**src/rtl/des_key_schedule_ctrl.sv**
```systemverilog
// rtl/des_key_schedule_ctrl.sv - DES key schedule sequencer; optional key parity check under DES_KEY_PARITY_CHECK_EN
module des_key_schedule_ctrl #(
  parameter int ROUNDS = 16
) (
  input  logic        clk,
  input  logic        rst,
  input  logic        start,
  input  logic        decrypt,
  input  logic [64:1] key,
  input  logic        subkey_ready,
  output logic [48:1] subkey,
  output logic        subkey_valid,
  output logic [3:0]  round,
  output logic        busy,
  output logic        done,
  output logic        parity_err
);

  localparam logic [1:0] ST_IDLE  = 2'd0;
  localparam logic [1:0] ST_ROUND = 2'd1;
  localparam logic [1:0] ST_DONE  = 2'd2;

  localparam logic [3:0] LAST_RND = 4'(ROUNDS - 1);

  // Tables list source bit numbers in FIPS notation (bit 1 first).
  localparam int PC1 [56] = '{57, 49, 41, 33, 25, 17,  9,  1, 58, 50, 42, 34, 26, 18,
                              10,  2, 59, 51, 43, 35, 27, 19, 11,  3, 60, 52, 44, 36,
                              63, 55, 47, 39, 31, 23, 15,  7, 62, 54, 46, 38, 30, 22,
                              14,  6, 61, 53, 45, 37, 29, 21, 13,  5, 28, 20, 12,  4};

  localparam int PC2 [48] = '{14, 17, 11, 24,  1,  5,  3, 28, 15,  6, 21, 10,
                              23, 19, 12,  4, 26,  8, 16,  7, 27, 20, 13,  2,
                              41, 52, 31, 37, 47, 55, 30, 40, 51, 45, 33, 48,
                              44, 49, 39, 56, 34, 53, 46, 42, 50, 36, 29, 32};

  logic [1:0]  state_q, state_d;
  logic [28:1] c_q, c_d;
  logic [28:1] d_q, d_d;
  logic [3:0]  rnd_q, rnd_d;
  logic        dir_q, dir_d;

  logic [56:1] pc1_key;
  logic [56:1] cd_cur;
  logic        key_ok;
  logic [4:0]  enc_k;
  logic [4:0]  dec_k;

  // FIPS "left" moves bit i+1 into bit i; bit 1 is the LSB of these vectors.
  function automatic logic [28:1] rot_l(input logic [28:1] x, input logic by2);
    return by2 ? {x[2:1], x[28:3]} : {x[1], x[28:2]};
  endfunction

  function automatic logic [28:1] rot_r(input logic [28:1] x, input logic by2);
    return by2 ? {x[26:1], x[28:27]} : {x[27:1], x[28]};
  endfunction

  function automatic logic shift_is_one(input logic [4:0] k);
    return (k == 5'd1) || (k == 5'd2) || (k == 5'd9) || (k == 5'd16);
  endfunction

  for (genvar i = 1; i <= 56; i++) begin : g_pc1
    assign pc1_key[i] = key[PC1[i-1]];
  end

  assign cd_cur = {d_q, c_q};

  for (genvar i = 1; i <= 48; i++) begin : g_pc2
    assign subkey[i] = cd_cur[PC2[i-1]];
  end

  // Shift-table index used when stepping from subkey rnd to rnd+1.
  assign enc_k = {1'b0, rnd_q} + 5'd2;
  assign dec_k = 5'd16 - {1'b0, rnd_q};

`ifdef DES_KEY_PARITY_CHECK_EN
  logic [7:0] byte_odd;
  logic       parity_err_q, parity_err_d;

  for (genvar j = 0; j < 8; j++) begin : g_par
    assign byte_odd[j] = ^key[8*j+8:8*j+1];
  end

  assign key_ok = &byte_odd;

  // Latch the verdict of every start seen in IDLE; a good key clears it.
  always_comb begin
    parity_err_d = parity_err_q;
    if ((state_q == ST_IDLE) && start) begin
      parity_err_d = ~key_ok;
    end
  end

  // Parity error flag register.
  always_ff @(posedge clk) begin
    if (rst) begin
      parity_err_q <= 1'b0;
    end else begin
      parity_err_q <= parity_err_d;
    end
  end

  assign parity_err = parity_err_q;
`else
  assign key_ok     = 1'b1;
  assign parity_err = 1'b0;
`endif

  // Next-state logic: load on start, rotate C/D on each accepted subkey.
  always_comb begin
    state_d = state_q;
    c_d     = c_q;
    d_d     = d_q;
    rnd_d   = rnd_q;
    dir_d   = dir_q;
    case (state_q)
      ST_IDLE: begin
        if (start && key_ok) begin
          dir_d   = decrypt;
          rnd_d   = 4'd0;
          state_d = ST_ROUND;
          // Decrypt starts from CD16, which equals CD0 after a full 28-bit turn.
          if (decrypt) begin
            c_d = pc1_key[28:1];
            d_d = pc1_key[56:29];
          end else begin
            c_d = rot_l(pc1_key[28:1], 1'b0);
            d_d = rot_l(pc1_key[56:29], 1'b0);
          end
        end
      end
      ST_ROUND: begin
        if (subkey_ready) begin
          if (rnd_q == LAST_RND) begin
            state_d = ST_DONE;
          end else begin
            rnd_d = rnd_q + 4'd1;
            if (dir_q) begin
              c_d = rot_r(c_q, ~shift_is_one(dec_k));
              d_d = rot_r(d_q, ~shift_is_one(dec_k));
            end else begin
              c_d = rot_l(c_q, ~shift_is_one(enc_k));
              d_d = rot_l(d_q, ~shift_is_one(enc_k));
            end
          end
        end
      end
      ST_DONE: begin
        state_d = ST_IDLE;
      end
      default: begin
        state_d = ST_IDLE;
      end
    endcase
  end

  // State registers with synchronous reset.
  always_ff @(posedge clk) begin
    if (rst) begin
      state_q <= ST_IDLE;
      c_q     <= '0;
      d_q     <= '0;
      rnd_q   <= 4'd0;
      dir_q   <= 1'b0;
    end else begin
      state_q <= state_d;
      c_q     <= c_d;
      d_q     <= d_d;
      rnd_q   <= rnd_d;
      dir_q   <= dir_d;
    end
  end

  assign subkey_valid = (state_q == ST_ROUND);
  assign done         = (state_q == ST_DONE);
  assign busy         = (state_q != ST_IDLE);
  assign round        = rnd_q;

endmodule

```
**config.mk**
```make
export PLATFORM = sky130hd
export DESIGN_NAME = des_key_schedule_ctrl
export DESIGN_NICKNAME = d
export VERILOG_FILES = /design/src/rtl/des_key_schedule_ctrl.sv
export SDC_FILE = /design/constraint.sdc
export NUM_CORES = 1
export LEC_CHECK = 0
export ABC_AREA = 1
export CAP_MARGIN = 5
export CORE_MARGIN = 2
export CORE_UTILIZATION = 61
export CTS_BUF_LIST = sky130_fd_sc_hd__clkbuf_16
export DETAILED_ROUTE_END_ITERATION = 16
export DONT_BUFFER_PORTS = 1
export GPL_ROUTABILITY_DRIVEN = 0
export PLACE_DENSITY = 0.76
export SYNTH_ARGS = -nofsm -noshare
export SYNTH_HDL_FRONTEND = slang
export SYNTH_SLANG_ARGS = --single-unit
```
**constraint.sdc**
```tcl
create_clock -name clk -period 2.44 [get_ports clk]
set_input_delay 0.366 -clock clk [delete_from_list [all_inputs] [get_ports clk]]
set_output_delay 0.366 -clock clk [all_outputs]
set_load 0.02 [all_outputs]
```
## Yosys cells after proc, flatten, opt, wreduce, memory -nomap -nowiden

Index checks and enable logic that the tools add are counted.

| operators by class | value |
|---|---|
| add/sub/neg operators | 3 |
| equal/unequal tests | 15 |
| muxes and demuxes | 24 |
| reduce and logical (&&, ||, !) cells | 12 |

Operators with widths:

| operator | count |
|---|---|
| $mux 28 | 14 |
| $pmux 28 s2 | 2 |
| $mux 4 | 3 |
| $eq 5x1->1 const B | 2 |
| $eq 5x2->1 const B | 2 |
| $eq 5x4->1 const B | 2 |
| $eq 5x5->1 const B | 2 |
| $pmux 4 s2 | 1 |
| $logic_or 1x1->1 | 6 |
| $mux 2 | 3 |
| $ne 2x2->1 const B | 3 |
| $add 4x2->5 const B | 1 |
| $sub 5x4->5 const A | 1 |
| $add 4x1->4 const B | 1 |
| $eq 4x4->1 const B | 1 |
| $pmux 2 s2 | 1 |
| $reduce_and 4->1 | 1 |
| $reduce_bool 2->1 | 2 |
| $reduce_and 3->1 | 1 |
| $eq 2x1->1 const B | 1 |
| $eq 2x2->1 const B | 1 |
| $logic_not 2->1 | 1 |
| $ne 2x1->1 const B | 1 |
| $reduce_and 2->1 | 1 |

| storage, ports and cells | value |
|---|---|
| register bits | 63 |
| input bits | 69 |
| output and inout port bits | 56 |

## Depth between registers and ports, before layout

| depth | value |
|---|---|
| word-level depth | 10 |
| depth in mapped cells | 14 |
| gate-level depth less buffers | 12 |

## Least setup slack after synthesis

OpenSTA, ideal clock, no wires.

| path | value |
|---|---|
| path kind | register -> register |
| start | register rnd_q[2] (netlist: round[2]) |
| end | register c_q[28] (netlist bit) |
| setup time | 139 ps |
| data arrival time | 1784 ps |
| data required time | 2301 ps |
| slack | 517 ps |
| stages on the path, launching flop included | 11 |
| path through | dfxtp_1 -> inv_1 -> ha_1 -> nor2_1 -> buf_2 -> buf_2 -> nand3_1 -> nand3_1 -> nand2_1 -> nand2_1 -> a21oi_2 |

| between the ends | value |
|---|---|
| cells in the longest elaborated chain, start to end | 10 |
| elaborated cells between the ends (all ways) | 25 |
| classes of those cells | 2 x add/sub; 10 x eq/ne; 6 x mux; 7 x reduce/logical |

Ends and longest elaborated chain:

| element | line | text |
|---|---|---|
| start, declared | 39 | `logic [3:0] rnd_q, rnd_d;` |
| start signal, assigned | 168 | `rnd_q <= rnd_d;` |
| $sub 5x4->5 / $add 4x2->5 (equally long branches) | 73, 72 |  |
| $eq 5x1->1 / $eq 5x2->1 (equally long branches) | 58 | `return (k == 5'd1) \|\| (k == 5'd2) \|\| (k == 5'd9) \|\| (k == 5'd16);` |
| $logic_or 1x1->1 (3 in a row) | 58 |  |
| $mux 28 (on tied branches) | 54, 50 |  |
| $mux 28 | 137 | `if (dir_q) begin` |
| $mux 28 | 133 | `if (rnd_q == LAST_RND) begin` |
| $mux 28 | 132 | `if (subkey_ready) begin` |
| $pmux 28 s2 | 115 | `case (state_q)` |
| end signal, assigned | 160 | `c_q <= '0;` |
| end signal, assigned | 166 | `c_q <= c_d;` |
| end, declared | 37 | `logic [28:1] c_q, c_d;` |

Several ways; a longest one is shown, not always the timed one. The select of a mux whose other input is x is not followed.
A chain may end at the register's enable or synchronous reset.

## Worst setup path in the final report

| path | value |
|---|---|
| start | register rnd_q[0] (netlist: round[0]) |
| end | register c_q[13] (netlist bit) |

The elaborated chain is that of the path after synthesis.

==> impl_metrics.json <==
{
  "start_util_pct": 63.0,
  "holdWs_ns": 0.0983,
  "cts_resized": 0,
  "num_rows": 36,
  "area_delta_synth_final_pct": -2.56,
  "wl_per_cell_um": 15.3,
  "finalCritPeriodShare_pct": 85.3,
  "diodes": 0,
  "r2r_start": "round[0]",
  "postSynthCellCount": 1004,
  "antenna_found_initial": 0,
  "dieWidth_um": 104,
  "grt_first_pass_wirelength_um": 27100,
  "fin_util_pct": 61.4,
  "yosysSeqAreaShare_pct": 20.5,
  "synth_area_leaders": "dfxtp_1 (20%), nand2_1 (15%), nand3_1 (14%), a21oi_1 (8.1%), mux2i_1 (8.1%)",
  "syn_area_um2": 6160,
  "dieArea_um2": 10900,
  "totalPowerFinal_w": 0.00395,
  "dr.pass1.iters": 4,
  "start_kind": "flop",
  "finalSetupViolCount": 0,
  "slew-limit-headroom_pct": 59.3,
  "r2r-end": "c_q[13]",
  "p_leak_nw": 2.92,
  "hold_violations": 0,
  "postLayoutCellArea_um2": 6000,
  "reg2reg_slack_ns": 0.36,
  "overflow": 0,
  "syn_nets": 1079,
  "place_area_um2": 5750,
  "drc": 0,
  "clk_pin_slew_ns": 0.06,
  "ctsHoldBuffers": 0,
  "tritoncts_num_sinks": 63,
  "worstMarginPinSlew_ns": 0.610,
  "crit_path_max_fanout": 28,
  "async_reset_ff_share_pct": 0,
  "synth_cell_types": 31,
  "io_pins": 125,
  "yosys_warnings": 0,
  "drt_iter0_drc": 442,
  "totalWireLength_um": 15900,
  "hp-start": "rst",
  "critPathKind": "reg -> reg",
  "fmax_mhz": 481,
  "hold_path_class": "in -> reg",
  "nNetsFinal": 974,
  "status": "finished clean",
  "p_sw_w": 0.00160,
  "min_to": "c_q[25]",
  "period_minus_slack_ns": 2.08,
  "report.final.slew_viol_count": 0,
  "h-tree-depth": 3,
  "synth.most_common_cell": "nand2_1",
  "root_buffer": "clkbuf_16",
  "worstPathRequired_ns": 2.71,
  "synth-seq-cells": 63,
  "grt_use_total_pct": 29.3,
  "clock_path_buffers": 2,
  "grt_pass1_vias": 5864,
  "grt_max_degree": 64,
  "cts-buffers-inserted": 9,
  "post_cts_buffers": 0,
  "p_int_w": 0.00236,
  "synth_top_area_share_pct": 20.5,
  "synth_edf_count": 0,
  "postRouteAntennaNets": 0,
  "clk_latency_ns": 0.34,
  "r2r_cells": 8,
  "grt_setup_unrepaired": "no",
  "netSwitchingFraction_pct": 40.4,
  "worst_setup_path_end_kind": "flop",
  "tns_ns": 0,
  "hold_depth": 1,
  "ys.flop_type": "dfxtp_1",
  "ir_drop_uv": 346,
  "synth.avg_cell_area_um2": 6.14,
  "avgViaCountPerCell": 5.99,
  "yosys.area.top_type": "dfxtp_1",
  "hpwl_um": 9630,
  "vias": 6213,
  "combinationalPowerShare_pct": 38.6,
  "maxCapViolCount": 0,
  "synthTopCellsByCount": "nand2_1 (242), nand3_1 (171), a21oi_1 (100)",
  "seqPwrFrac_pct": 32.5,
  "drive_gt1_share_pct": 7.08,
  "nFillCells": 993,
  "port_buffers": 0,
  "coreArea_um2": 9770,
  "crit_arrival_ns": 2.35,
  "die_h_um": 104,
  "power_frac_clock_pct": 28.8,
  "power.density_nw_per_um2": 658,
  "fin_skew_ns": 0.00613,
  "cts_tree": "built"
}
## power groups by stage
stage	combinational [W]	sequential, W	clock (W)
detailed placement	0.00150	0.00131	0
floorplan	0.00152	0.00119	0
CTS	0.00151	0.00129	0.00115
global route	0.00173	0.00130	0.00119
global placement	0.00148	0.00131	0
finish	0.00153	0.00129	0.00114
## metrics by stage
stage | std cells | worst slack [ns]
final | 1037 | 0.359
after global placement | 1021 | 0.420
after CTS | 1037 | 0.375
after global routing | 1037 | 0.172
after floorplan | 1004 | 0.517
after detailed placement | 1021 | 0.400
## sequential cells by signal (all words and copies together), names as in the netlist
signal	cells
c_q	28
d_q	28
round	4
state_q	2
dir_q	1
## kinds of logic (layout without fill, tap and decap cells)
logic type      Yosys count  count (layout)  synth area share [%]
xor+xnor                  1               1                 0.142
buf+inv                 210             110                  18.4
simple gates            547             547                  40.3
compound gates          126             126                  11.3
mux                      50              50                  8.13
fa+ha+maj                 6               6                  1.22
other cells               1               1                0.0609
flops                    63              63                  20.5
## final cells by class
| cell class | instances | area [µm²] | share of cell area, % |
|---|---|---|---|
| clock buffers | 9 | 225 | 3.75 |
| clock inverters | 7 | 31.3 | 0.521 |
| inverters | 75 | 282 | 4.69 |
| multi-input cells | 731 | 3780 | 63.0 |
| flip-flops and latches | 63 | 1260 | 21.0 |
| well taps | 133 | 166 | 2.77 |
| repair buffers | 19 | 255 | 4.25 |
## layout by cell type, fill, tap and decap left out
cell type | netlist | final
nor2_1 | 64 | 63
nand2_4 | 1 | 1
or2_2 | 1 | 1
conb_1 | 1 | 1
nor2_4 | 1 | 2
a21oi_1 | 100 | 100
and3_1 | 1 | 1
clkinv_2 | 0 | 4
a22oi_1 | 4 | 4
o21ai_0 | 6 | 6
buf_4 | 59 | 10
nand2_2 | 3 | 6
buf_12 | 0 | 9
xnor2_1 | 1 | 1
or2_1 | 1 | 1
mux2i_1 | 50 | 50
ha_1 | 6 | 6
nand3_2 | 3 | 3
nand4_1 | 57 | 57
dfxtp_2 | 0 | 1
nor3_4 | 2 | 2
o21ai_1 | 1 | 1
dfxtp_1 | 63 | 62
a21oi_2 | 12 | 12
nand3_1 | 171 | 171
clkinv_1 | 0 | 2
clkbuf_16 | 0 | 9
a211oi_1 | 3 | 3
nand2_1 | 242 | 239
inv_2 | 4 | 4
inv_1 | 71 | 72
## how the worst max path moves through the flow
stage / start / end / slack [ns] / cells after the start
after floorplan: round[2] / c_q[28] / 0.52 / 10
after global placement: round[0] / c_q[19] / 0.42 / 8
after detailed placement: round[0] / c_q[4] / 0.40 / 8
after CTS: round[0] / c_q[13] / 0.38 / 8
after global routing: state_q[1] / c_q[9] / 0.17 / 9
final: round[0] / c_q[13] / 0.36 / 8
## routing by layer
layer	wire length [µm]	vias to the layer above	track usage [%]
li1	-	3094	-
met1	6790	2839	36.3
met2	7540	264	51.1
met3	1280	16	4.76
met4	246	0	10.4
met5	0	-	0
## critical path, cell delays in order, from the launching register on
cell	delay (ns)
dfxtp_1	0.37
ha_1	0.25
inv_1	0.12
nor3_4	0.22
a21oi_1	0.16
nand2_4	0.35
buf_4	0.29
a21oi_1	0.10
a21oi_1	0.14
Power figures use the tool's default switching activity.
==> patch 1, RTL diff (same settings) <==
Add a define of `DES_KEY_PARITY_CHECK_EN`.
--- a/src/rtl/des_key_schedule_ctrl.sv
+++ b/src/rtl/des_key_schedule_ctrl.sv
@@ -1,2 +1,4 @@
 // rtl/des_key_schedule_ctrl.sv - DES key schedule sequencer; optional key parity check under DES_KEY_PARITY_CHECK_EN
+`define DES_KEY_PARITY_CHECK_EN
+
 module des_key_schedule_ctrl #(
Formal check against the unedited RTL: not equivalent (a bounded check fails within 4 cycles, from zero or initial values and one cycle with rst high).
==> patch 1 against the unedited design <==
  * Maximum frequency fell by 4.7%
  * Sequential cell count is 1 higher
  * Synthesized cell count up 31%
  * Via count increased by 23%
  * Synthesized area increased by 14%
  * Final area grew 16%
  * Worst setup slack lost 0.10 ns
  * Die area grew 13%
  * Count of clock-buffer cells in the layout is the same
  * Wire length up 22%
  * Critical endpoint is now c_q[9]
  * Largest cell class unchanged
Power is not compared: it rests on default switching activity, and its combinational part moved more than twofold at a synthesized area within 25%.
==> patch 1: results (changes against the unedited design) <==
- Status: completed (unchanged)
- Clk_skew: 0.00869 ns (was 0.00613 ns)
- Slowest stage cell, crit path: dfxtp_1 (unchanged)
- Area contributors post-synth: nand2_1 27%, dfxtp_1 18%, a21oi_1 7.7% (was dfxtp_1 20%, nand2_1 15%, nand3_1 14%)
- Sequential share of the synthesized area: 18.3% (was 20.5%)
- All-Layer GR Usage: 31.3% (was 29.3%)
- Adder-Cell Fraction of Synth Area: 1.07% (was 1.22%)
- First-pass GRT wire length: 31700 um (was 27100 um)
- Mux cell area share after synthesis: 0% (was 8.13%)
- Routed wire length per instance: 14.2 um (was 15.3 um)
- Share of cells above drive strength 1: 3.60% (was 7.08%)
- Critical Path Fanout Max: 34 (was 28)
- Fraction of registers with async set/reset: 0% (unchanged)
- Met2 usage in global routing: 44.8% (was 51.1%)
- Synth Area in Compound Gates: 22.9% (was 11.3%)
- H-Tree Depth: 3 (unchanged)
- Drt pass-1 iters: 5 (was 4)
- Critical Path AT: 2.46 ns (was 2.35 ns)
- Met1 Use GR: 45.5% (was 36.3%)
- Worst r2r path cells: 15 (was 8)
- Most frequent cells after synthesis: 511 x nand2_1, 141 x nor2_1, 124 x inv_1 (was 242 x nand2_1, 171 x nand3_1, 100 x a21oi_1)
- Routed via count: 7626 (was 6213)
- Routing usage on met3: 9.46% (was 4.76%)
- Seq power: roughly 1100 uW
- RR Startpoint: round[0] (unchanged)
- Post-Route WL: 19400 um (was 15900 um)
- Placed inst area: 6710 um2 (was 5750 um2)
- HPWL Detailed: 14200 um (was 9630 um)
- Slew @ Worst Pin: 0.630 ns (was 0.610 ns)
- Vias in the first global route: 6393 (was 5864)
- CP max stage delay: 0.33 ns (was 0.37 ns)
- Initial DRC count: 1016 (was 442)
- Library cells used by synthesis: 28 (was 31)
- Internal reg-to-reg setup slack: 0.26 ns (was 0.36 ns)
- Xor/xnor share of the synthesized area: 3.26% (was 0.142%)
- Synth Instances: 1317 (was 1004)
==> patch 1: changes by cell type in the layout (fill, tap and decap cells not counted), sizes merged, moves of 12 or more <==
| cell | before | now |
|---|---|---|
| nand2 | 246 | 512 |
| nand3 | 174 | 12 |
| o21ai | 7 | 109 |
| nor2 | 65 | 142 |
| o211ai | 0 | 69 |
| inv | 76 | 128 |
| nand4 | 57 | 6 |
| mux2i | 50 | 0 |
| xnor2 | 1 | 14 |
| xor2 | 0 | 12 |
==> patch 1: metrics by stage <==
step / hold WS (ns) / setup WS (ns) / utilization [%]
finish: 0.0847 / 0.257 / 61.5
global route: 0.0794 / 0.0134 / 61.5
CTS: 0.0787 / 0.192 / 61.5
detailed placement: 0.439 / 0.233 / 59.3
global placement: 0.438 / 0.262 / 59.3
floorplan: 0.435 / 0.334 / -
==> patch 1: worst reg2reg max path, cell delays in order (launching register included) <==
cell and delay, ns:
dfxtp_1 0.33, inv_1 0.18, ha_1 0.21, inv_1 0.06
nand2_1 0.05, o21ai_0 0.07, o21ai_1 0.21, nand2_4 0.08
buf_4 0.24, a21oi_1 0.16, o21ai_0 0.10, nand2_1 0.10
nand2_1 0.08, nand2_1 0.09, nor2_1 0.05, nor2_1 0.12
==> patch 1: final cells by class <==
class	count	area, um2
Multi-Input combinational cell	995	4540
Fill cell	1185	4350
Sequential cell	64	1290
Inverter	127	477
Timing Repair Buffer	21	233
Clock buffer	9	225
Tap cell	143	179
Clock inverter	7	31.3
==> patch 1: repair_timing <==
item,in CTS,in global routing
endpoints found under the hold margin,0,0
gates resized for setup,0,1
endpoints found under the setup margin,0,13
==> patch 1: routing by layer <==
metal / vias up / wire length, um
li1: 3922 / -
met1: 3294 / 8610
met2: 388 / 7900
met3: 22 / 2560
met4: 0 / 292
met5: - / 0
==> patch 2, RTL diff (same settings) <==
Made on the original files. Take the reset off `c_q` and `d_q` and load them in a clocked block of their own.
--- a/src/rtl/des_key_schedule_ctrl.sv
+++ b/src/rtl/des_key_schedule_ctrl.sv
@@ -159,4 +159,2 @@
       state_q <= ST_IDLE;
-      c_q     <= '0;
-      d_q     <= '0;
       rnd_q   <= 4'd0;
@@ -165,4 +163,2 @@
       state_q <= state_d;
-      c_q     <= c_d;
-      d_q     <= d_d;
       rnd_q   <= rnd_d;
@@ -170,2 +166,7 @@
     end
+  end
+
+  always_ff @(posedge clk) begin
+    c_q <= c_d;
+    d_q <= d_d;
   end
Check against the original RTL: not equivalent (Yosys sat finds a counterexample within 4 cycles, from zero or initial values and one cycle with rst high).
==> patch 2 against the unedited design <==
  * Sequential cell count unchanged
  * Wire length up 3.7%
  * Power up 35%
  * Count of clock-buffer cells in the layout unchanged
  * Worst setup slack worse by 0.063 ns
  * Via count down 1.2%
  * Sequential share of layout area up 9.0 points
  * Clock power about the same
  * Largest power group unchanged
  * Final area up 1.1%
  * Synthesized area up 0.53%
==> patch 2: results (changes against the unedited design) <==
- Worst IR drop on VDD: 0.461 mV (was 0.346 mV)
- Met3 Routed Length: 1720 um (was 1280 um)
- Routed via count: 6138 (was 6213)
- Multi-input combinational cell area: 3340 um2 (was 3780 um2)
- Met1 Use GR: 33.7% (was 36.3%)
- Area contributors post-synth: edfxtp_1 27%, nand2_1 18%, nand3_1 14% (was dfxtp_1 20%, nand2_1 15%, nand3_1 14%)
- Final Net Count: 918 (was 974)
- Worst r2r path cells: 9 (was 8)
- Clk pwr share: 21.3% (was 28.8%)
- Maximum clock rate: 466 MHz (was 481 MHz)
- Met2 usage in global routing: 50.9% (was 51.1%)
- Endpoint, Worst Hold: dir_q (was c_q[25])
- RR Startpoint: round[1] (was round[0])
- Clk_skew: 0.00485 ns (was 0.00613 ns)
- Pre-CTS WS: 0.297 ns (was 0.400 ns)
- ClkCell Share: 4.14% (was 4.27%)
- Status: completed (unchanged)
- Multi-In Gates: 672 (was 731)
- Share of cells above drive strength 1: 10.8% (was 7.08%)
- Sequential cell area: 1830 um2 (was 1260 um2)
- Mean Syn Cell Area: 6.61 um2 (was 6.14 um2)
- All-Layer GR Usage: 29.6% (was 29.3%)
- Library cells used by synthesis: 25 (was 31)
- Initial DRC count: 526 (was 442)
- Net switching power: 2420 uW (was 1600 uW)
- Most frequent cells after synthesis: 299 x nand2_1, 175 x nand3_1, 73 x inv_1 (was 242 x nand2_1, 171 x nand3_1, 100 x a21oi_1)
- Bufs w/o clock: 22 (was 19)
- NonClk Buf Share: 3.34% (was 4.25%)
- Sequential cells: 63 (unchanged)
- Leakage Power: 0.00280 uW (was 0.00292 uW)
[patch 2: cell types whose count changed in the layout (fill, tap and decap cells not counted), sizes merged, moves of 3 or more]
cell | before | now
or2 | 2 | 56
nor2 | 65 | 6
inv | 76 | 79
nand2 | 246 | 299
a21oi | 112 | 4
clkinv | 6 | 2
dfxtp | 63 | 7
a22oi | 4 | 0
buf | 19 | 22
o211ai | 0 | 56
mux2i | 50 | 0
edfxtp | 0 | 56
[patch 2: cell families (layout without fill, tap and decap cells)]
group	count (synthesis)	after routing	share of synthesized area, %
AND/OR/NAND/NOR	596	596	44.4
buffers and inverters	202	113	17.0
AO/OA/AOI/OAI	69	69	7.98
flip-flops	63	63	29.4
adder cells (fa/ha/maj)	6	6	1.21
other	1	1	0.0606
[patch 2: critical path, cell delays in order (launching register included)]
cell and delay, ns:
dfxtp_2 0.45, ha_1 0.28, inv_1 0.09, nor3_1 0.20, nand2_1 0.09, nand3_1 0.20, clkinvlp_4 0.14, buf_4 0.29
o21ai_1 0.20, a21oi_1 0.05
